## src/rtl/ex_mdu.sv

```systemverilog
// ex_mdu: MIPS execute stage. Single-cycle logic/shift/move/arith results,
// plus an iterative restoring divider that stalls the pipeline until the
// HI/LO write is ready. Flush or reset cancels an in-flight divide.
module ex_mdu #(
   parameter  int DW = 32,
   parameter  int AW = 5,
   localparam int SW = $clog2(DW)
) (
   input  logic          clk,
   input  logic          rst,
   input  logic [7:0]    aluop_i,
   input  logic [2:0]    alusel_i,
   input  logic [DW-1:0] reg1_i,
   input  logic [DW-1:0] reg2_i,
   input  logic [AW-1:0] wd_i,
   input  logic          wreg_i,
   input  logic [DW-1:0] hi_i,
   input  logic [DW-1:0] lo_i,
   input  logic          flush_i,
   output logic [AW-1:0] wd_o,
   output logic          wreg_o,
   output logic [DW-1:0] wdata_o,
   output logic          whilo_o,
   output logic [DW-1:0] hi_o,
   output logic [DW-1:0] lo_o,
   output logic          stallreq_o
);

   localparam logic [7:0] OP_AND  = 8'b00100100;
   localparam logic [7:0] OP_OR   = 8'b00100101;
   localparam logic [7:0] OP_XOR  = 8'b00100110;
   localparam logic [7:0] OP_NOR  = 8'b00100111;
   localparam logic [7:0] OP_SLL  = 8'b01111100;
   localparam logic [7:0] OP_SRL  = 8'b00000010;
   localparam logic [7:0] OP_SRA  = 8'b00000011;
   localparam logic [7:0] OP_ADDU = 8'b00100001;
   localparam logic [7:0] OP_SUBU = 8'b00100011;
   localparam logic [7:0] OP_SLT  = 8'b00101010;
   localparam logic [7:0] OP_SLTU = 8'b00101011;
   localparam logic [7:0] OP_MFHI = 8'b00010000;
   localparam logic [7:0] OP_MFLO = 8'b00010010;
   localparam logic [7:0] OP_DIV  = 8'b00011010;
   localparam logic [7:0] OP_DIVU = 8'b00011011;

   localparam logic [2:0] SEL_LOGIC = 3'b001;
   localparam logic [2:0] SEL_SHIFT = 3'b010;
   localparam logic [2:0] SEL_MOVE  = 3'b011;
   localparam logic [2:0] SEL_ARITH = 3'b100;

   typedef enum logic [1:0] {S_IDLE, S_BUSY, S_DONE} state_t;

   // Two's-complement magnitude when the operand is treated as signed.
   function automatic logic [DW-1:0] mag(input logic [DW-1:0] v, input logic is_signed);
      return (is_signed && v[DW-1]) ? -v : v;
   endfunction

   // Restore the sign of an unsigned divider result.
   function automatic logic [DW-1:0] apply_sign(input logic [DW-1:0] v, input logic neg);
      return neg ? -v : v;
   endfunction

   state_t               state, state_nxt;
   logic [SW-1:0]        cnt;
   logic [DW-1:0]        dvd, dvs, rem, res_hi, res_lo;
   logic                 neg_q, neg_r;
   logic [DW:0]          rem_sh, diff;
   logic [DW-1:0]        step_rem, step_quo;
   logic [DW-1:0]        logic_res, shift_res, move_res, arith_res, alu_res;
   logic signed [DW-1:0] r1_s, r2_s;

   wire [SW-1:0] sh         = reg1_i[SW-1:0];
   wire          is_div     = (aluop_i == OP_DIV) || (aluop_i == OP_DIVU);
   wire          signed_div = (aluop_i == OP_DIV);
   wire          div_zero   = (reg2_i == '0);
   wire          issue      = (state == S_IDLE) && is_div && !flush_i;
   wire          last       = (cnt == SW'(DW - 1));

   assign r1_s = reg1_i;
   assign r2_s = reg2_i;

   // Single-cycle results per class; unknown opcodes leave their class at zero.
   always_comb begin
      logic_res = '0;
      shift_res = '0;
      move_res  = '0;
      arith_res = '0;
      case (aluop_i)
         OP_AND:  logic_res = reg1_i & reg2_i;
         OP_OR:   logic_res = reg1_i | reg2_i;
         OP_XOR:  logic_res = reg1_i ^ reg2_i;
         OP_NOR:  logic_res = ~(reg1_i | reg2_i);
         OP_SLL:  shift_res = reg2_i << sh;
         OP_SRL:  shift_res = reg2_i >> sh;
         OP_SRA:  shift_res = r2_s >>> sh;
         OP_MFHI: move_res  = hi_i;
         OP_MFLO: move_res  = lo_i;
         OP_ADDU: arith_res = reg1_i + reg2_i;
         OP_SUBU: arith_res = reg1_i - reg2_i;
         OP_SLT:  arith_res = {{(DW-1){1'b0}}, (r1_s < r2_s)};
         OP_SLTU: arith_res = {{(DW-1){1'b0}}, (reg1_i < reg2_i)};
         default: ;
      endcase
      case (alusel_i)
         SEL_LOGIC: alu_res = logic_res;
         SEL_SHIFT: alu_res = shift_res;
         SEL_MOVE:  alu_res = move_res;
         SEL_ARITH: alu_res = arith_res;
         default:   alu_res = '0;
      endcase
   end

   // One restoring step: shift the next dividend bit in, keep the difference if non-negative.
   always_comb begin
      rem_sh = {rem, dvd[DW-1]};
      diff   = rem_sh - {1'b0, dvs};
      if (!diff[DW]) begin
         step_rem = diff[DW-1:0];
         step_quo = {dvd[DW-2:0], 1'b1};
      end else begin
         step_rem = rem_sh[DW-1:0];
         step_quo = {dvd[DW-2:0], 1'b0};
      end
   end

   // Divider state register.
   always_ff @(posedge clk or negedge rst) begin
      if (!rst) state <= S_IDLE;
      else      state <= state_nxt;
   end

   // Divider next-state: flush abandons BUSY/DONE, DONE always returns to IDLE.
   always_comb begin
      state_nxt = state;
      case (state)
         S_IDLE: if (issue) state_nxt = div_zero ? S_DONE : S_BUSY;
         S_BUSY: begin
            if (flush_i)   state_nxt = S_IDLE;
            else if (last) state_nxt = S_DONE;
         end
         S_DONE:  state_nxt = S_IDLE;
         default: state_nxt = S_IDLE;
      endcase
   end

   // Divider datapath: latch magnitudes on issue, iterate in BUSY, capture signed results.
   always_ff @(posedge clk or negedge rst) begin
      if (!rst) begin
         dvd    <= '0;
         dvs    <= '0;
         rem    <= '0;
         cnt    <= '0;
         neg_q  <= 1'b0;
         neg_r  <= 1'b0;
         res_hi <= '0;
         res_lo <= '0;
      end else begin
         case (state)
            S_IDLE: begin
               if (issue && div_zero) begin
                  res_hi <= reg1_i;
                  res_lo <= '1;
               end else if (issue) begin
                  dvd   <= mag(reg1_i, signed_div);
                  dvs   <= mag(reg2_i, signed_div);
                  rem   <= '0;
                  cnt   <= '0;
                  neg_q <= signed_div && (reg1_i[DW-1] ^ reg2_i[DW-1]);
                  neg_r <= signed_div && reg1_i[DW-1];
               end
            end
            S_BUSY: begin
               if (!flush_i) begin
                  rem <= step_rem;
                  dvd <= step_quo;
                  cnt <= cnt + SW'(1);
                  if (last) begin
                     res_lo <= apply_sign(step_quo, neg_q);
                     res_hi <= apply_sign(step_rem, neg_r);
                  end
               end
            end
            default: ;
         endcase
      end
   end

   // Outputs: everything is held at zero while reset is asserted.
   always_comb begin
      wd_o       = '0;
      wreg_o     = 1'b0;
      wdata_o    = '0;
      whilo_o    = 1'b0;
      hi_o       = '0;
      lo_o       = '0;
      stallreq_o = 1'b0;
      if (rst) begin
         wd_o    = wd_i;
         wreg_o  = wreg_i && !is_div;
         wdata_o = alu_res;
         case (state)
            S_IDLE: stallreq_o = issue;
            S_BUSY: stallreq_o = 1'b1;
            S_DONE: begin
               if (!flush_i) begin
                  whilo_o = 1'b1;
                  hi_o    = res_hi;
                  lo_o    = res_lo;
               end
            end
            default: ;
         endcase
      end
   end

endmodule

```

## config.mk

```make
export PLATFORM = sky130hd
export DESIGN_NAME = ex_mdu
export DESIGN_NICKNAME = d
export VERILOG_FILES = /design/src/rtl/ex_mdu.sv
export SDC_FILE = /design/constraint.sdc
export NUM_CORES = 1
export LEC_CHECK = 0
export CORE_UTILIZATION = 37
export CTS_BUF_LIST = sky130_fd_sc_hd__clkbuf_4
export CTS_CLUSTER_DIAMETER = 40
export DETAILED_ROUTE_END_ITERATION = 10
export PLACE_DENSITY = 0.57
export SYNTH_ARGS = -nofsm -noshare
export SYNTH_HDL_FRONTEND = slang
export SYNTH_SLANG_ARGS = --single-unit
```

## constraint.sdc

```tcl
create_clock -name clk -period 6.1 [get_ports clk]
set_input_delay 0.915 -clock clk [delete_from_list [all_inputs] [get_ports clk]]
set_output_delay 0.915 -clock clk [all_outputs]
set_load 0.02 [all_outputs]
```

## After elaboration in Yosys (flattened, before gate mapping)

Index checks and enable logic that the tools add are counted.
W data, S select, Z words.

| cells by class | value |
|---|---|
| add/subtract/negate cells | 8 |
| multiply operators | 0 |
| div/mod/pow operators | 0 |
| order comparisons | 2 |
| equal/unequal tests | 28 |
| shift operators | 3 |
| muxes and demuxes | 50 |
| bitwise operators | 6 |
| reductions and logical operators | 17 |

Operators by type and width:

| kind | number |
|---|---|
| $mux W32 | 24 |
| $pmux W32 S4 | 3 |
| $pmux W32 S2 | 5 |
| $neg A32 Y32 | 4 |
| $pmux W32 S3 | 1 |
| $eq A8 B6 Y1 const B | 8 |
| $lt A32 B32 Y1 | 2 |
| $sub A33 B32 Y33 | 1 |
| $add A32 B32 Y32 | 1 |
| $and A32 B32 Y32 | 1 |
| $eq A8 B5 Y1 const B | 4 |
| $logic_not A32 Y1 | 1 |
| $not A32 Y32 | 1 |
| $or A32 B32 Y32 | 1 |
| $shl A32 B5 Y32 | 1 |
| $shr A32 B5 Y32 | 1 |
| $sshr A32 B5 Y32 | 1 |
| $sub A32 B32 Y32 | 1 |
| $xor A32 B32 Y32 | 1 |
| $mux W5 | 4 |
| $eq A8 B2 Y1 const B | 2 |
| $pmux W5 S2 | 1 |
| $eq A8 B7 Y1 const B | 1 |
| $mux W2 | 4 |
| other kinds (23) | 40 |

| word-level totals | value |
|---|---|
| register bits | 169 |
| latch bits | 0 |
| bits in writable memories | 0 |
| bits in read-only memories | 0 |
| bits of input ports | 148 |
| output and inout port bits | 104 |
| word-level logic and storage cells | 123 |
| memories | 0 |

## Longest topological paths before layout

Gate-level depths: netlist (run 1).

| logic depth | value |
|---|---|
| depth in word-level cells | 7 |
| mapped depth | 22 |

## Worst setup path before layout (run 1)

OpenSTA, ideal clock, no wires.

| timing path | value |
|---|---|
| path type | input port to output port |
| from | input port reg1_i[0] |
| to | output port wdata_o[29] |
| arrival | 5.096 ns |
| data required time | 5.185 ns |
| setup slack | 0.089 ns |
| stages | 17 |
| path through | clkbuf_1 -> clkinv_1 -> clkbuf_1 -> clkbuf_1 -> ha_1 -> or2_2 -> a221oi_1 -> o211ai_1 -> a21oi_1 -> or4_1 -> a221o_1 -> a211oi_1 -> nor2_1 -> a21oi_1 -> a31oi_1 -> xor2_1 -> o21ai_0 |

| between the ends | value |
|---|---|
| word-level cells in the longest chain between the ends | 4 |
| elaborated cells between the ends (all ways) | 9 |
| those cells by class | add/sub: 2; shift: 3; mux: 4 |

RTL lines:

| element | RTL line | source |
|---|---|---|
| start, declared | 13 | `input logic [DW-1:0] reg1_i,` |
| $sub A32 B32 Y32 (tied with other cells) | 98 | `OP_SUBU: arith_res = reg1_i - reg2_i;` |
| $pmux W32 S4 / $pmux W32 S3 (equally long branches) | 87 | `case (aluop_i)` |
| $pmux W32 S4 * | 103 | `case (alusel_i)` |
| $mux W32 * | 196 | `if (rst) begin` |
| end, declared | 22 | `output logic [DW-1:0] wdata_o,` |

Mark *: on every way between the ends. The rest lies on a longest branch, timed or not.

## Worst setup path in the final report (run 1)

| timing path | value |
|---|---|
| from | input port reg2_i[1] |
| to | output port wdata_o[27] |

| between the ends | value |
|---|---|
| word-level cells in the longest chain between the ends | 4 |
| elaborated cells between the ends (all ways) | 9 |
| those cells by class | add/sub: 2; shift: 3; mux: 4 |

RTL lines:

| element | RTL line | source |
|---|---|---|
| start, declared | 14 | `input logic [DW-1:0] reg2_i,` |
| $sub A32 B32 Y32 (tied with other cells) | 98 |  |
| $pmux W32 S4 / $pmux W32 S3 (equally long branches) | 87 |  |
| $pmux W32 S4 * | 103 |  |
| $mux W32 * | 196 |  |

Marks and branches as above.

==> metrics.md, run 1 <==
| Metric | Value |
|---|---|
| DIE HEIGHT | 244.0 µm |
| Post-synthesis sequential area ratio | 0.1952 |
| Core outline area | 57,810 µm² |
| CP Launch Point | reg2_i[1] |
| Top cell type's share of synthesized area | 0.1952 |
| Yosys warnings | 0 |
| Synth area leaders | dfrtp_1, a21oi_1, ha_1 |
| Max Clock Freq | 0.1666 GHz |
| Fraction of layout cells with a size suffix above 1 | 0.1106 |
| Worst VDD drop | 110.7 µV |
| Synthesized flop and latch total | 169 |
| Vias per std cell | 5.977 |
| FF-to-FF path depth | 20 |
| Mapped Area | 21,670 µm² |
| Starting density of the core | 0.3749 |
| Fin crit share | 0.9842 |
| Lkg Pwr | 11.45 nW |
| Comb power frac | 0.433 |
| Clock share of power | 0.204 |
| DR DRC count | 0 |
| Clock sinks | 169 |
| Crit path DAT | 5090 ps |
| Worst endpoint required time | 5180 ps |
| Most used cell along the critical path | a21oi_1 |
| Post-CTS Hold Buffers | 0 |
| Total GRT Usage | 0.3327 |
| Gr busiest metal | met2 |
| Setup WS post-layout | 96.50 ps |
| Sequential power share | 0.362 |
| Placement Rows | 88 |
| Initial antenna violation count | 3 |
| Worst-Skew Late Latency | 650 ps |
| Mapped Cells | 2,996 |
| Top_reg_cell synth | dfrtp_1 |
| Worst Clk Skew | 30.95 ps |
| Area of the multi-input gates | 16,190 µm² |
| Per-cell routed wire length | 24.91 µm |
| Switch share | 0.4193 |
| Setup Crit Path Kind | input port to output port |
| Pin count of the biggest net entering global routing | 85 |
| Setup slack, reg-to-reg | 1090 ps |
| Synth area leader | dfrtp_1 |
| Drt pass-1 iters | 6 |
| Minimum clock period | 6004 ps |
| Routability cong. | 0.9731 |
| Crit path cell chain | clkdlybuf4s50_1 -> inv_1 -> ha_1 -> or2_2 -> a221oi_2 -> o211ai_1 -> a21oi_1 -> or4_4 -> a221o_1 -> a211oi_2 -> buf_4 -> o311ai_0 -> nand3b_1 -> xor2_1 -> nand2_1 -> a21oi_1 -> dlygate4sd2_1 |
| Pwr Density | 132.3 nW/µm² |
| Kind of end point of the critical path | output port |
| Deepest clock path buffer count | 2 |
| Clk root buf | clkbuf_4 |
| Fin. max-slew vios | 0 |
| Slowest stage cell, crit path | clkdlybuf4s50_1 |
| Vias in the first global route | 23,350 |
| CTS tree | built |
| Largest stage delay, worst path | 560 ps |
| Detailed Route WL | 101,500 µm |
| Count leader, synth | nor2_1 |
| Share of flip-flops with an asynchronous set or reset | 1.000 |
| FILL cells | 5,898 |
| Max_cap viols | 0 |
| Via count | 24,360 |
| EDFF count, synth | 0 |
| TNS Setup | 0 ps |
| Reg-to-Reg End | res_lo[30] |
| Place WS | -364.3 ps |
| Die area | 59,540 µm² |
| Library cells used by synthesis | 92 |
| Fin. Hold Viols | 0 |
| FF+latch area | 4229 µm² |
| Grt met2 use | 0.5445 |
| Drt first-iter violations | 2,383 |
| Clock slew at reported path FFs | 140 ps |
| Grt met3 use | 0.03611 |
| Detail Route Antenna Nets | 0 |
| Final setup vio count | 0 |
| Worst hold-check path type | input port to async pin |
| Relative slew margins | 0.2207 |
| Switch Pwr | 1.472 mW |
| Bufs and invs on worst path | 4 |
| RR Startpoint | dvd[31] |
| CP delay by family, top | compound AO/OA/AOI/OAI gates |
| CTS HTree Levels | 4 |
| Startpoint Class | input port |
| Worst-Margin Slew | 1158 ps |
| Syn avg cell area | 7.233 µm² |
| Die width | 244.0 µm |
| Met1 Use GR | 0.4353 |
| Status | finished clean |
| Max Fanout on Critical Path | 4 |
| CTS Buf Count | 17 |
| Top cells by count, synth | nor2_1, a21oi_1, o21ai_0, nand2_1, dfrtp_1 |
| Port bufs | 251 |
| First-pass GRT wire length | 149,700 µm |
| IO Pins | 252 |
| Remaining Overflow, GRT | 0 |
| RSZ-0062 raised after global routing | false |
| Synth-to-layout area growth | 22.42% |
| Net Count, Synth | 3,284 |
| Pint | 2.039 mW |
| NumNets Final | 3,583 |
| Dpl hpwl | 81,480 µm |
[repair_timing]
action	4_1_cts	5_1_grt
pin swaps	1	3
setup endpoints to repair	11	12
buffers inserted	0	1
resized for setup	16	23
[power by group through the flow]
| stage | clock (mW) | sequential (mW) | combinational, mW |
|---|---|---|---|
| after floorplan | 0 | 1.26 | 0.825 |
| after global placement | 0 | 1.29 | 1.47 |
| after detailed placement | 0 | 1.29 | 1.47 |
| after CTS | 0.733 | 1.27 | 1.48 |
| after global routing | 0.772 | 1.28 | 1.63 |
| final | 0.717 | 1.27 | 1.52 |
[logic make-up after synthesis]
group	count (synthesis)	synth area share
AOI/OAI and AO/OA	990	0.2785
xor gates and xnor gates	197	0.07962
and+or+nand+nor	975	0.2097
buffers and inverters	353	0.06247
DFF	169	0.1952
adders and majority gates	140	0.08187
muxes	172	0.09267
[cell usage in the layout, fill, tap and decap left out, drive strengths merged, types with 22 or more instances in the layout]
cell type        n
a21oi          352
clkdlybuf4s50  226
a31oi           39
o31ai           30
mux2i          144
xor2            58
nand2          238
o211ai          29
nor2           356
nand2b          25
or3             42
dfrtp          169
o22ai           46
inv            144
a211oi          30
ha             137
and2            84
nand3           69
o21ai          273
mux4            22
a21o            26
nor3            55
buf            247
clkbuf          22
xnor2          139
[final cells by class]
class / count / area share
diodes: 2 / 0.0001886
clock buffers: 18 / 0.005093
clock inverters: 14 / 0.006367
inverters: 143 / 0.02023
multi-input cells: 2474 / 0.6102
flip-flops and latches: 169 / 0.1594
well taps: 765 / 0.03608
repair buffers: 490 / 0.1624
[stage by stage]
step | hold WS (ps) | instances | instance area [µm²] | util | power, mW
after floorplan | 430.4 | 2996 | 21670 | - | 2.084
after detailed placement | 460.3 | 4040 | 26170 | 0.4527 | 2.763
final | 135.1 | 4075 | 26530 | 0.4590 | 3.511
after global routing | 101.9 | 4074 | 26530 | 0.4589 | 3.684
after CTS | 83.13 | 4072 | 26490 | 0.4583 | 3.486
after global placement | 450.5 | 4040 | 26170 | 0.4527 | 2.758
[flip-flops by register name, indices dropped and copies added, names as in the netlist]
name,flops
dvs,32
rem,32
res_hi,32
cnt,5
neg_q,1
res_lo,32
neg_r,1
dvd,32
state,2
[routing by layer]
layer,share of wire,wire (µm)
met3,0.065,6601
met1,0.42,43100
met4,0.050,5075
met5,0.00012,12
met2,0.46,46740
[how the worst max path moves through the flow]
| stage | end | slack, ps | cells past startpoint |
|---|---|---|---|
| floorplan | wdata_o[29] | 90 | 17 |
| global placement | wdata_o[29] | -400 | 16 |
| detailed placement | wdata_o[29] | -360 | 16 |
| CTS | wdata_o[29] | 10 | 17 |
| global route | wdata_o[24] | 30 | 19 |
| finish | wdata_o[27] | 100 | 17 |
No activity file was read; power rests on OpenSTA's default activity.
==> inputs of run 2 (changes only) <==
- ABC_AREA: unset -> 1
- CTS_CLUSTER_SIZE: unset -> 20
- PLACE_DENSITY: 0.57 -> 0.56
- SKIP_CTS_REPAIR_TIMING: unset -> 1
==> run 2 against run 1 <==
  * Setup slack gained 160 ps
  * Clock skew is 3.2 ps higher
  * Clock power rose by 2%
  * Total power rose to 2.9 times the previous value
  * Area after synthesis increased by 9.0%
  * Synthesized cell count increased by 38%
  * Final cell count rose by 30%
  * Non-clock buffer count shrank 16
  * Final area rose by 7.4%
  * Critical path depth unchanged
  * Count of clock-buffer cells in the layout down 1
  * Hold slack better by 47 ps
  * Largest cell class unchanged
  * Highest routed layer unchanged
==> metrics.md, run 2 <==
| Metric | Value |
|---|---|
| Synth area leader | nand2_1 |
| Routability cong. | 1.061 (+9.0%) |
| Post-synthesis sequential area ratio | 0.1791 (-0.01606) |
| Die width | 254.6 µm (+4.4%) |
| EDFF count, synth | 0 (unchanged) |
| Via count | 29,750 (+22%) |
| Drt first-iter violations | 2,953 (+24%) |
| Mapped Area | 23,610 µm² (+9.0%) |
| CTS HTree Levels | 4 (unchanged) |
| Pin count of the biggest net entering global routing | 79 (-7.1%) |
| Total GRT Usage | 0.4017 (+0.06903) |
| Dpl hpwl | 109,100 µm (+34%) |
| Worst-Margin Slew | 1146 ps (-12.44 ps) |
| DIE HEIGHT | 254.6 µm (+4.4%) |
| Top_reg_cell synth | dfrtp_1 |
| Post-synthesis mux area share | 0.004663 (-0.08800) |
| Status | finished clean |
| Port bufs | 251 (unchanged) |
| Startpoint Class | input port |
| CTS Buf Count | 17 (unchanged) |
| Fin crit share | 0.9573 (-0.02689) |
| NumNets Final | 4,719 (+32%) |
| Initial antenna violation count | 12 (+9) |
| FILL cells | 7,128 (+21%) |
| Compound-cell area share of the yosys netlist | 0.2222 (-0.05635) |
| CTS tree | built |
| Pwr Density | 362.7 nW/µm² (+170%) |
| Final setup vio count | 0 (unchanged) |
| Placement Rows | 92 (+4.5%) |
| Mapped Cells | 4,131 (+38%) |
| Worst endpoint required time | 5180 ps (about the same) |
| Die area | 64,840 µm² (+8.9%) |
| Largest family of logic cells by synthesized area | simple AND/OR/NAND/NOR gates |
| Max Clock Freq | 0.1712 GHz (+2.8%) |
| Crit path DAT | 4920 ps (-170 ps) |
| Worst Clk Skew | 34.18 ps (+3.228 ps) |
| Hold WS | 182.4 ps (+47.34 ps) |
| Fin. max-slew vios | 0 (unchanged) |
| Top cells by count, synth | nand2_1, inv_1, nor2_1, o21ai_0, nand3_1 |
| Deepest clock path buffer count | 2 (unchanged) |
| Synth-to-layout area growth | 20.71% |
| Final Core Density | 0.4519 (-0.007081) |
| Detailed Route WL | 131,700 µm (+30%) |
| Clk root buf | clkbuf_4 |
| Post-Place Cell Area | 28,150 µm² (+7.6%) |
| Worst-Skew Late Latency | 650 ps (about the same) |
| Count leader, synth | nand2_1 |
| Clock slew at reported path FFs | 190 ps (+50 ps) |
| Most frequent cells in the layout | nand2_1, inv_1, nor2_1 |
| Net Count, Synth | 4,419 (+35%) |
| Yosys warnings | 0 (unchanged) |
| First-pass GRT wire length | 187,500 µm (+25%) |
| Simple-Gate Fraction of Synth Area | 0.3677 (+0.1580) |
| Worst hold-check path type | input port to async pin |
| Clock sinks | 169 (unchanged) |
| Max_cap viols | 0 (unchanged) |
| XOR/XNOR Fraction of Synth Area | 0.02151 (-0.05811) |
| RSZ-0062 raised after global routing | false |
| Setup Crit Path Kind | input port to output port |
| Fin. Hold Viols | 0 (unchanged) |
| Library cells used by synthesis | 61 (-34%) |
| Synth area leaders | nand2_1, dfrtp_1, inv_1 |
| Fin area | 28,500 µm² (+7.4%) |
| IO Pins | 252 (unchanged) |
| Lkg Pwr | 14.11 nW (+23%) |
| Remaining Overflow, GRT | 0 (unchanged) |
| Max Fanout on Critical Path | 5 (+1) |
| Per-cell routed wire length | 24.86 µm (-0.23%) |
| Detail Route Antenna Nets | 0 (unchanged) |
| Drt pass-1 iters | 8 (+2) |
| Adder-Cell Fraction of Synth Area | 0.07513 (-0.006737) |
| Final Non-Filler Cells | 5,298 (+30%) |
| Vias per std cell | 5.614 (-6.1%) |
| Minimum clock period | 5839 ps (-164.0 ps) |
| Top cell type's share of synthesized area | 0.1838 (-0.01140) |
| Vias in the first global route | 27,930 (+20%) |
| Syn avg cell area | 5.716 µm² (-21%) |
| Most common cell after layout, fill and taps aside | nand2_1 |
| Share of flip-flops with an asynchronous set or reset | 1.000 (unchanged) |
| Starting density of the core | 0.3743 (-0.0005463) |
| DR DRC count | 0 (unchanged) |
| TNS Setup | 0 ps (unchanged) |
| Relative slew margins | 0.2240 (+0.003340) |
| Worst VDD drop | 293.8 µV (+170%) |
| Placed insts | 5,258 (+30%) |
| Place WS | 269.7 ps (+634.0 ps) |
| Fraction of layout cells with a size suffix above 1 | 0.08056 (-0.03008) |
| Total chip power | 10.34 mW (+190%) |
| Core outline area | 63,080 µm² (+9.1%) |
| Kind of end point of the critical path | output port |
| Synthesized flop and latch total | 169 (unchanged) |
| Setup WS post-layout | 260.5 ps (+164.0 ps) |
run 2: changes by cell type after synthesis, moves of 80 or more:
cell,previous run,this run
inv_1,138,586
nand2_1,238,1156
xnor2_1,139,6
nand3_1,68,305
mux2i_1,143,11
o21ai_0,261,341
a21oi_1,351,257
run 2: critical path, cell delays in order:
cell and delay [ps]:
clkdlybuf4s50_1 600, inv_1 140, ha_1 400, nor2_1 220, inv_1 130, nor4_2 340, nand3_1 150, nand3_1 140
nand3_1 90, o211ai_1 150, nand3_1 160, nand3_1 100, nand2_1 40, o21ai_0 310, nand2_1 90, a21oi_1 260
clkdlybuf4s50_1 680
run 2: cell type report:
| cell class | instances | area (µm²) | share of cell area |
|---|---|---|---|
| Multi-Input combinational cell | 3168 | 16380 | 0.5747 |
| Tap cell | 846 | 1059 | 0.03713 |
| Clock buffer | 17 | 127.6 | 0.004477 |
| Timing Repair Buffer | 474 | 4240 | 0.1488 |
| Antenna cell | 8 | 20.02 | 0.0007023 |
| Clock inverter | 15 | 192.7 | 0.006760 |
| Sequential cell | 169 | 4229 | 0.1484 |
| Inverter | 601 | 2256 | 0.07914 |
run 2: path summary, 6_finish.rpt:
kind / slack (ps) / to / depth (start not counted) / from
setup / recovery: 260 / wdata_o[29] / 17 / reg2_i[19]
max in group asynchronous: 4030 / dvd[14] / 3 / rst
min in group clk: 510 / res_hi[17] / 2 / res_hi[17]
hold reg to reg: 510 / res_hi[17] / 2 / res_hi[17]
hold / removal: 180 / rem[31] / 1 / rst
setup reg to reg: 1180 / res_lo[28] / 26 / dvd[31]
run 2: cell families (layout without fill, tap and decap cells):
family,after synthesis,after routing
multiplexers,11,11
other,0,8
AO/OA/AOI/OAI,896,896
flip-flops,169,169
adder cells (fa/ha/maj),140,140
buffers and inverters,794,1107
XOR/XNOR,58,58
AND/OR/NAND/NOR,2063,2063
run 2: per-layer routing:
layer	GRT usage	part of all wire	up-vias	wire length, µm
li1	-	-	14120	-
met1	0.4805	0.40	13850	52220
met2	0.6670	0.46	1461	60310
met3	0.07073	0.077	304	10180
met4	0.2506	0.068	10	8924
met5	0	0.00055	-	72
run 2: power breakdown:
part           total, mW  internal (mW)  switching, mW
combinational       7.78           2.34           5.44
sequential          1.83           1.52          0.303
clock              0.732          0.200          0.532
total               10.3           4.06           6.27
